[config.mk]
export PLATFORM = sky130hd
export DESIGN_NAME = imm_gen_stage
export DESIGN_NICKNAME = d
export VERILOG_FILES = /design/src/rtl/imm_gen_stage.sv
export SDC_FILE = /design/constraint.sdc
export NUM_CORES = 1
export LEC_CHECK = 0
export ABC_AREA = 1
export ABC_CLOCK_PERIOD_IN_PS = 8400
export CORE_UTILIZATION = 55
export DETAILED_ROUTE_END_ITERATION = 6
export GPL_TIMING_DRIVEN = 0
export PLACE_DENSITY = 0.82
export SLEW_MARGIN = 10
export SYNTH_ARGS = -nofsm -noshare
export SYNTH_HDL_FRONTEND = slang
export SYNTH_SLANG_ARGS = --single-unit
[constraint.sdc]
create_clock -name clk -period 8.4 [get_ports clk]
set_clock_uncertainty 0.05 [all_clocks]
set_input_delay 1.26 -clock clk [delete_from_list [all_inputs] [get_ports clk]]
set_output_delay 1.26 -clock clk [all_outputs]
set_load 0.005 [all_outputs]
[src/rtl/imm_gen_stage.sv]
// Immediate-generation decode stage: RISC-V format decode, XLEN sign-extension,
// PC+imm, registered output with a 2-entry skid buffer and registered in_ready.
module imm_gen_stage #(
  parameter int XLEN = 64
) (
  input  logic            clk,
  input  logic            reset,
  input  logic            flush,
  input  logic            in_valid,
  output logic            in_ready,
  input  logic [31:0]     in_instr,
  input  logic [XLEN-1:0] in_pc,
  output logic            out_valid,
  input  logic            out_ready,
  output logic [XLEN-1:0] out_imm,
  output logic [XLEN-1:0] out_target,
  output logic [2:0]      out_fmt,
  output logic            out_illegal
);

  localparam logic [2:0] FMT_R    = 3'd0;
  localparam logic [2:0] FMT_I    = 3'd1;
  localparam logic [2:0] FMT_S    = 3'd2;
  localparam logic [2:0] FMT_B    = 3'd3;
  localparam logic [2:0] FMT_U    = 3'd4;
  localparam logic [2:0] FMT_J    = 3'd5;
  localparam logic [2:0] FMT_NONE = 3'd7;

  typedef struct packed {
    logic [XLEN-1:0] imm;
    logic [XLEN-1:0] target;
    logic [2:0]      fmt;
    logic            illegal;
  } res_t;

  localparam res_t RES_RST = '{imm: '0, target: '0, fmt: FMT_NONE, illegal: 1'b0};

  typedef enum logic [1:0] {S_EMPTY, S_ONE, S_FULL} state_e;

  state_e      r_state, w_state_nxt;
  res_t        r_out, r_skid, w_dec;
  logic        r_in_ready;
  logic [2:0]  w_fmt;
  logic [31:0] w_imm32;
  logic        w_in_fire, w_out_fire;
  logic        w_load_out, w_load_skid, w_skid_to_out;

  // W-suffixed opcodes only exist on RV64
  always_comb begin
    w_fmt = FMT_NONE;
    case (in_instr[6:0])
      7'b0000011, 7'b0010011, 7'b1100111, 7'b1110011: w_fmt = FMT_I;
      7'b0011011: if (XLEN == 64) w_fmt = FMT_I;
      7'b0100011:                 w_fmt = FMT_S;
      7'b1100011:                 w_fmt = FMT_B;
      7'b0110111, 7'b0010111:     w_fmt = FMT_U;
      7'b0110011:                 w_fmt = FMT_R;
      7'b0111011: if (XLEN == 64) w_fmt = FMT_R;
      7'b1101111:                 w_fmt = FMT_J;
      default:                    w_fmt = FMT_NONE;
    endcase
  end

  always_comb begin
    w_imm32 = '0;
    case (w_fmt)
      FMT_I: w_imm32 = {{20{in_instr[31]}}, in_instr[31:20]};
      FMT_S: w_imm32 = {{20{in_instr[31]}}, in_instr[31:25], in_instr[11:7]};
      FMT_B: w_imm32 = {{19{in_instr[31]}}, in_instr[31], in_instr[7], in_instr[30:25],
                        in_instr[11:8], 1'b0};
      FMT_U: w_imm32 = {in_instr[31:12], 12'b0};
      FMT_J: w_imm32 = {{11{in_instr[31]}}, in_instr[31], in_instr[19:12], in_instr[20],
                        in_instr[30:21], 1'b0};
      default: w_imm32 = '0;
    endcase
  end

  always_comb begin
    w_dec         = RES_RST;
    w_dec.imm     = XLEN'($signed(w_imm32));
    w_dec.target  = in_pc + w_dec.imm;
    w_dec.fmt     = w_fmt;
    w_dec.illegal = (w_fmt == FMT_NONE);
  end

  assign out_valid  = (r_state != S_EMPTY);
  assign in_ready   = r_in_ready;
  assign w_in_fire  = in_valid & r_in_ready;
  assign w_out_fire = out_valid & out_ready;

  always_comb begin
    w_state_nxt   = r_state;
    w_load_out    = 1'b0;
    w_load_skid   = 1'b0;
    w_skid_to_out = 1'b0;
    case (r_state)
      S_EMPTY: if (w_in_fire) begin
        w_state_nxt = S_ONE;
        w_load_out  = 1'b1;
      end
      S_ONE: begin
        if (w_in_fire && w_out_fire) w_load_out = 1'b1;
        else if (w_in_fire) begin
          w_state_nxt = S_FULL;
          w_load_skid = 1'b1;
        end else if (w_out_fire) w_state_nxt = S_EMPTY;
      end
      S_FULL: if (w_out_fire) begin
        w_state_nxt   = S_ONE;
        w_skid_to_out = 1'b1;
      end
      default: w_state_nxt = S_EMPTY;
    endcase
    // flush wins over any fire in the same cycle
    if (flush) begin
      w_state_nxt   = S_EMPTY;
      w_load_out    = 1'b0;
      w_load_skid   = 1'b0;
      w_skid_to_out = 1'b0;
    end
  end

  always_ff @(posedge clk or posedge reset) begin
    if (reset) begin
      r_state    <= S_EMPTY;
      r_in_ready <= 1'b1;
    end else begin
      r_state    <= w_state_nxt;
      r_in_ready <= (w_state_nxt != S_FULL);
    end
  end

  always_ff @(posedge clk or posedge reset) begin
    if (reset) begin
      r_out  <= RES_RST;
      r_skid <= RES_RST;
    end else begin
      if (w_load_out)         r_out <= w_dec;
      else if (w_skid_to_out) r_out <= r_skid;
      if (w_load_skid)        r_skid <= w_dec;
    end
  end

  assign out_imm     = r_out.imm;
  assign out_target  = r_out.target;
  assign out_fmt     = r_out.fmt;
  assign out_illegal = r_out.illegal;

endmodule

# Word-level counts from Yosys, hierarchy flattened
# Index checks and enable logic that the tools add are counted.
# word_totals
inputBits,101
regBits,235
out_inout_bits,134
# classes
muxes,21
n_reduce_logical,7
n_addsub,1
n_bitwise,2
n_eq_ne,21
# ops
operator,n
132-bit 2-to-1 mux,2
32-bit one-hot mux with 5 select lines,1
64-bit adder,1
7-bit by 6-bit equality test with 1-bit output (second input constant),4
7-bit equality test (second input constant),4
7-bit by 5-bit equality test with 1-bit output (second input constant),3
3-bit one-hot mux with 6 select lines,1
2-bit 2-to-1 mux,6
3-bit equality test (second input constant),3
1-bit 2-to-1 mux,9
7-bit by 2-bit equality test with 1-bit output (second input constant),1
3-bit by 2-bit equality test with 1-bit output (second input constant),2
2-bit one-hot mux with 3 select lines,1
5-bit OR reduction,1
2-bit nonzero test,2
2-bit OR reduction,2
3-bit by 1-bit equality test with 1-bit output (second input constant),1
1-bit AND,2
2-bit by 1-bit equality test with 1-bit output (second input constant),1
2-bit equality test (second input constant),1
2-bit zero test,1
2-bit != test (second input constant),1
1-bit one-hot mux with 2 select lines,1
1-bit logical AND,1

# Logic depth before layout (Yosys ltp)
# logic_depth
depth_word,8
ltp_mapped,34
mapped_depth_nobuf,33

# Worst setup path before layout
# No wires, ideal clock.
# synth_path
path_type,input -> register
start,in in_instr[1]
end,reg r_skid[52] (netlist name)
slack_ns,3.559
cell_stages,30
t_required_ns,8.233
arrival_ns,4.673
path_buffers,1
setup_time_ns,0.117
cell_sequence,nand2_2 -> inv_2 -> nand2_4 -> nor2_1 -> a2111oi_0 -> nand3_1 -> inv_1 -> nor2_1 -> nand2_1 -> nand2_1 -> nand2_1 -> clkbuf_1 -> o21ai_0 -> ha_1 -> nand2_1 -> nor2_1 -> nand2_1 -> or2_2 -> nand3_1 -> a21oi_1 -> inv_1 -> nand2_1 -> nand2_1 -> nand2_1 -> nand2_1 -> nand3_1 -> nand2_1 -> nand2_1 -> nand3_1 -> nand2_1
# synth_rtl
item,line_no,source
from (decl),11,"input logic [31:0] in_instr,"
to (signal assigned),140,if (w_load_skid) r_skid <= w_dec;
to (decl),41,"res_t r_out, r_skid, w_dec;"

==> metrics <==
status=finished clean; drt first pass iters=7; # diodes=0; pwr/cell area=192 nW/um^2; clk_lat worst skew=0.53 ns; data required time of the worst path=around 8.8 ns; fin nets=around 2400; Routed WL=48.1 mm; hold slack=around 0.43 ns; Worst Path Class, Setup=input pin to flop; CP startpoint kind=input pin; Synth area leaders=dfrtp_1 36%, nand2_1 19%, inv_1 6.4%; cell with the most instances after synthesis=nand2_1; Crit. End Element=flop; Starting DRT DRC Count=around 1700; Final period util=between 80% and 90%; die width=160 microns; DP Worst Slack=1.35 ns; crit path max fanout=8; RSZ-0062 raised after global routing=no; worst min path class=flop to flop; Final Max Slew Viols=0; Detail Route Antenna Nets=0; Remaining DRCs=0; clock buffer count from CTS=22; RD Place Congestion=around 1; die area=~26000 sq um; dpl hpwl=38.4 mm; Area Overhead vs Synth=25.3%; LEAKAGE=around 8.6 nW; asr flop ratio synth=100%; Die Ht=around 160 microns; main flop type after synthesis=dfrtp_1; Starting Density=between 50% and 60%; row cnt=57; Longest Clk Path Bufs=3; Worst-Margin Slew=1.24 ns; PortBufs=between 200 and 250; total grt overflow=0; largest net degree at the start of global routing=roughly 120; vias in the first global route=between 10000 and 15000; Hold Buf Count CTS=0; initial antenna violation count=0; worst vdd ir=between 0.15 and 0.2 mV; syn_nets=2119; area share of the largest cell type after synthesis=approximately 36%; Yosys warning total=0; Final WS setup=around 1.5 ns; number of synthesized flops with an enable pin=0; Clock Root Buffer=clkbuf_16; Mapped Cells=1986; Post-Syn Area=between 10000 and 15000 sq um; Setup Buffers After CTS=0; first-pass GRT wire length=roughly 74 mm; Via Count=14900; flops & latches, synth=just over 200; Final min period=between 6 and 7 ns; post-synth cell types=47; mean post-synth cell area=about 6.9 sq um; Sink Count=203; Max-Cap Viols=0; Synth top cells by count=689 x nand2_1, 233 x inv_1, 196 x dfrtp_1, 151 x o21ai_0, 121 x nor2_1; clock-pin slew on the worst setup and hold paths=about 0.060 ns; Wirelength per Cell=18.6 microns; Final setup violation count=0; crit path DAT=7.29 ns; post-CTS sizing=0; f_max=~0.14 GHz; final hold viol count=0; TritonCTS clock tree=built; fraction of layout cells with a size suffix above 1=7.35%; GRT Overall Usage=a little under two fifths; # H-tree levels=1; Slew HR=between 10% and 20%; drt via density=5.77; IO Count=~240; core area=24500 sq um; post-synth top area cell=dfrtp_1; sequential fraction of the synthesis area=37.0%
-- worst max-delay path, stage by stage --
cell	delay, ns
clkdlybuf4s50_1	0.55
nor2_2	0.21
nand2_4	0.09
nor2_4	0.28
inv_2	0.10
nor2_1	0.22
inv_1	0.07
nand3_1	0.24
inv_1	0.07
nor2_1	0.38
nand2_1	0.26
o21ai_0	0.71
fa_1	0.36
nand3_1	0.09
nand3_1	0.12
a21oi_1	0.13
o21ai_0	0.42
nand2_1	0.11
nand3_1	0.24
a21oi_1	0.15
inv_1	0.13
nand2_1	0.06
nand2_1	0.13
nand2_1	0.07
nand2_1	0.14
xor2_1	0.46
nand2_1	0.12
nand3_1	0.09
-- metrics by stage --
step           std cells  utilization, %  area [sq um]  power (mW)  setup TNS [ns]
2_1_floorplan       1986               -         13800        1.86               0
3_3_place_gp        2544            67.5         16500        2.33         -145.92
3_5_place_dp        2545            67.7         16600        2.36               0
4_1_cts             2583            70.5         17200        3.29               0
5_1_grt             2583            70.5         17200        3.46               0
6_report            2583            70.5         17200        3.31               0
-- cells by family after synthesis --
group / count (synthesis) / share of synthesized area (%)
buffers and inverters: 345 / 10.9
xor gates and xnor gates: 41 / 2.74
AOI/OAI and AO/OA: 357 / 15.9
adders and majority gates: 32 / 2.96
and+or+nand+nor: 1008 / 30.6
DFF: 203 / 37.0
-- registers in the layout (all words and copies together) (netlist names) --
register,cells
in_ready,1
out_fmt,3
out_illegal,1
out_imm,32
out_target,64
r_skid,100
r_state,2
-- cell usage in the layout (no fill, tap or decap), types with 25 or more instances in the layout --
master           synthesis  layout
nand3_1                114     114
o211ai_1                45      45
xor2_1                  25      25
nand2_1                689     689
clkdlybuf4s50_1          0     234
buf_4                   34      34
nor2_1                 121     121
a21oi_1                 58      58
inv_1                  233     232
clkbuf_1                41      47
o41ai_1                 28      28
o21ai_0                151     151
ha_1                    31      31
dfrtp_1                196     196
-- final cells by class --
| cell class | instances | area [sq um] |
|---|---|---|
| Buffer | 100 | 579 |
| Clock buffer | 33 | 642 |
| Clock inverter | 5 | 53.8 |
| Fill cell | 2031 | 7210 |
| Inverter | 245 | 927 |
| Multi-Input combinational cell | 1438 | 7180 |
| Sequential cell | 203 | 5090 |
| Tap cell | 324 | 405 |
| Timing Repair Buffer | 235 | 2370 |
-- where the power goes --
group,switching (mW),leakage [nW],internal [mW],total [mW]
combinational,0.514,5.66,0.470,0.984
clock,0.399,0.342,0.532,0.930
sequential,0.148,2.58,1.25,1.40
-- per-layer routing --
layer | part of all wire, % | GRT usage, %
met4 | 2.7 | 9.65
met3 | 12 | 8.47
met1 | 43 | 55.3
met5 | 0 | 0
met2 | 42 | 54.9
-- worst paths after layout --
path,start,end,slack (ns),depth (start not counted)
max in group asynchronous,reset,out_imm[19],6.19,3
max reg2reg,r_state[1],out_target[33],5.24,9
max,in_instr[2],out_target[40],1.50,28
min,out_target[42],out_target[42],0.43,2
min reg2reg,out_target[42],out_target[42],0.43,2
min in group asynchronous,reset,r_state[0],1.14,2
Power figures use the tool's default switching activity.
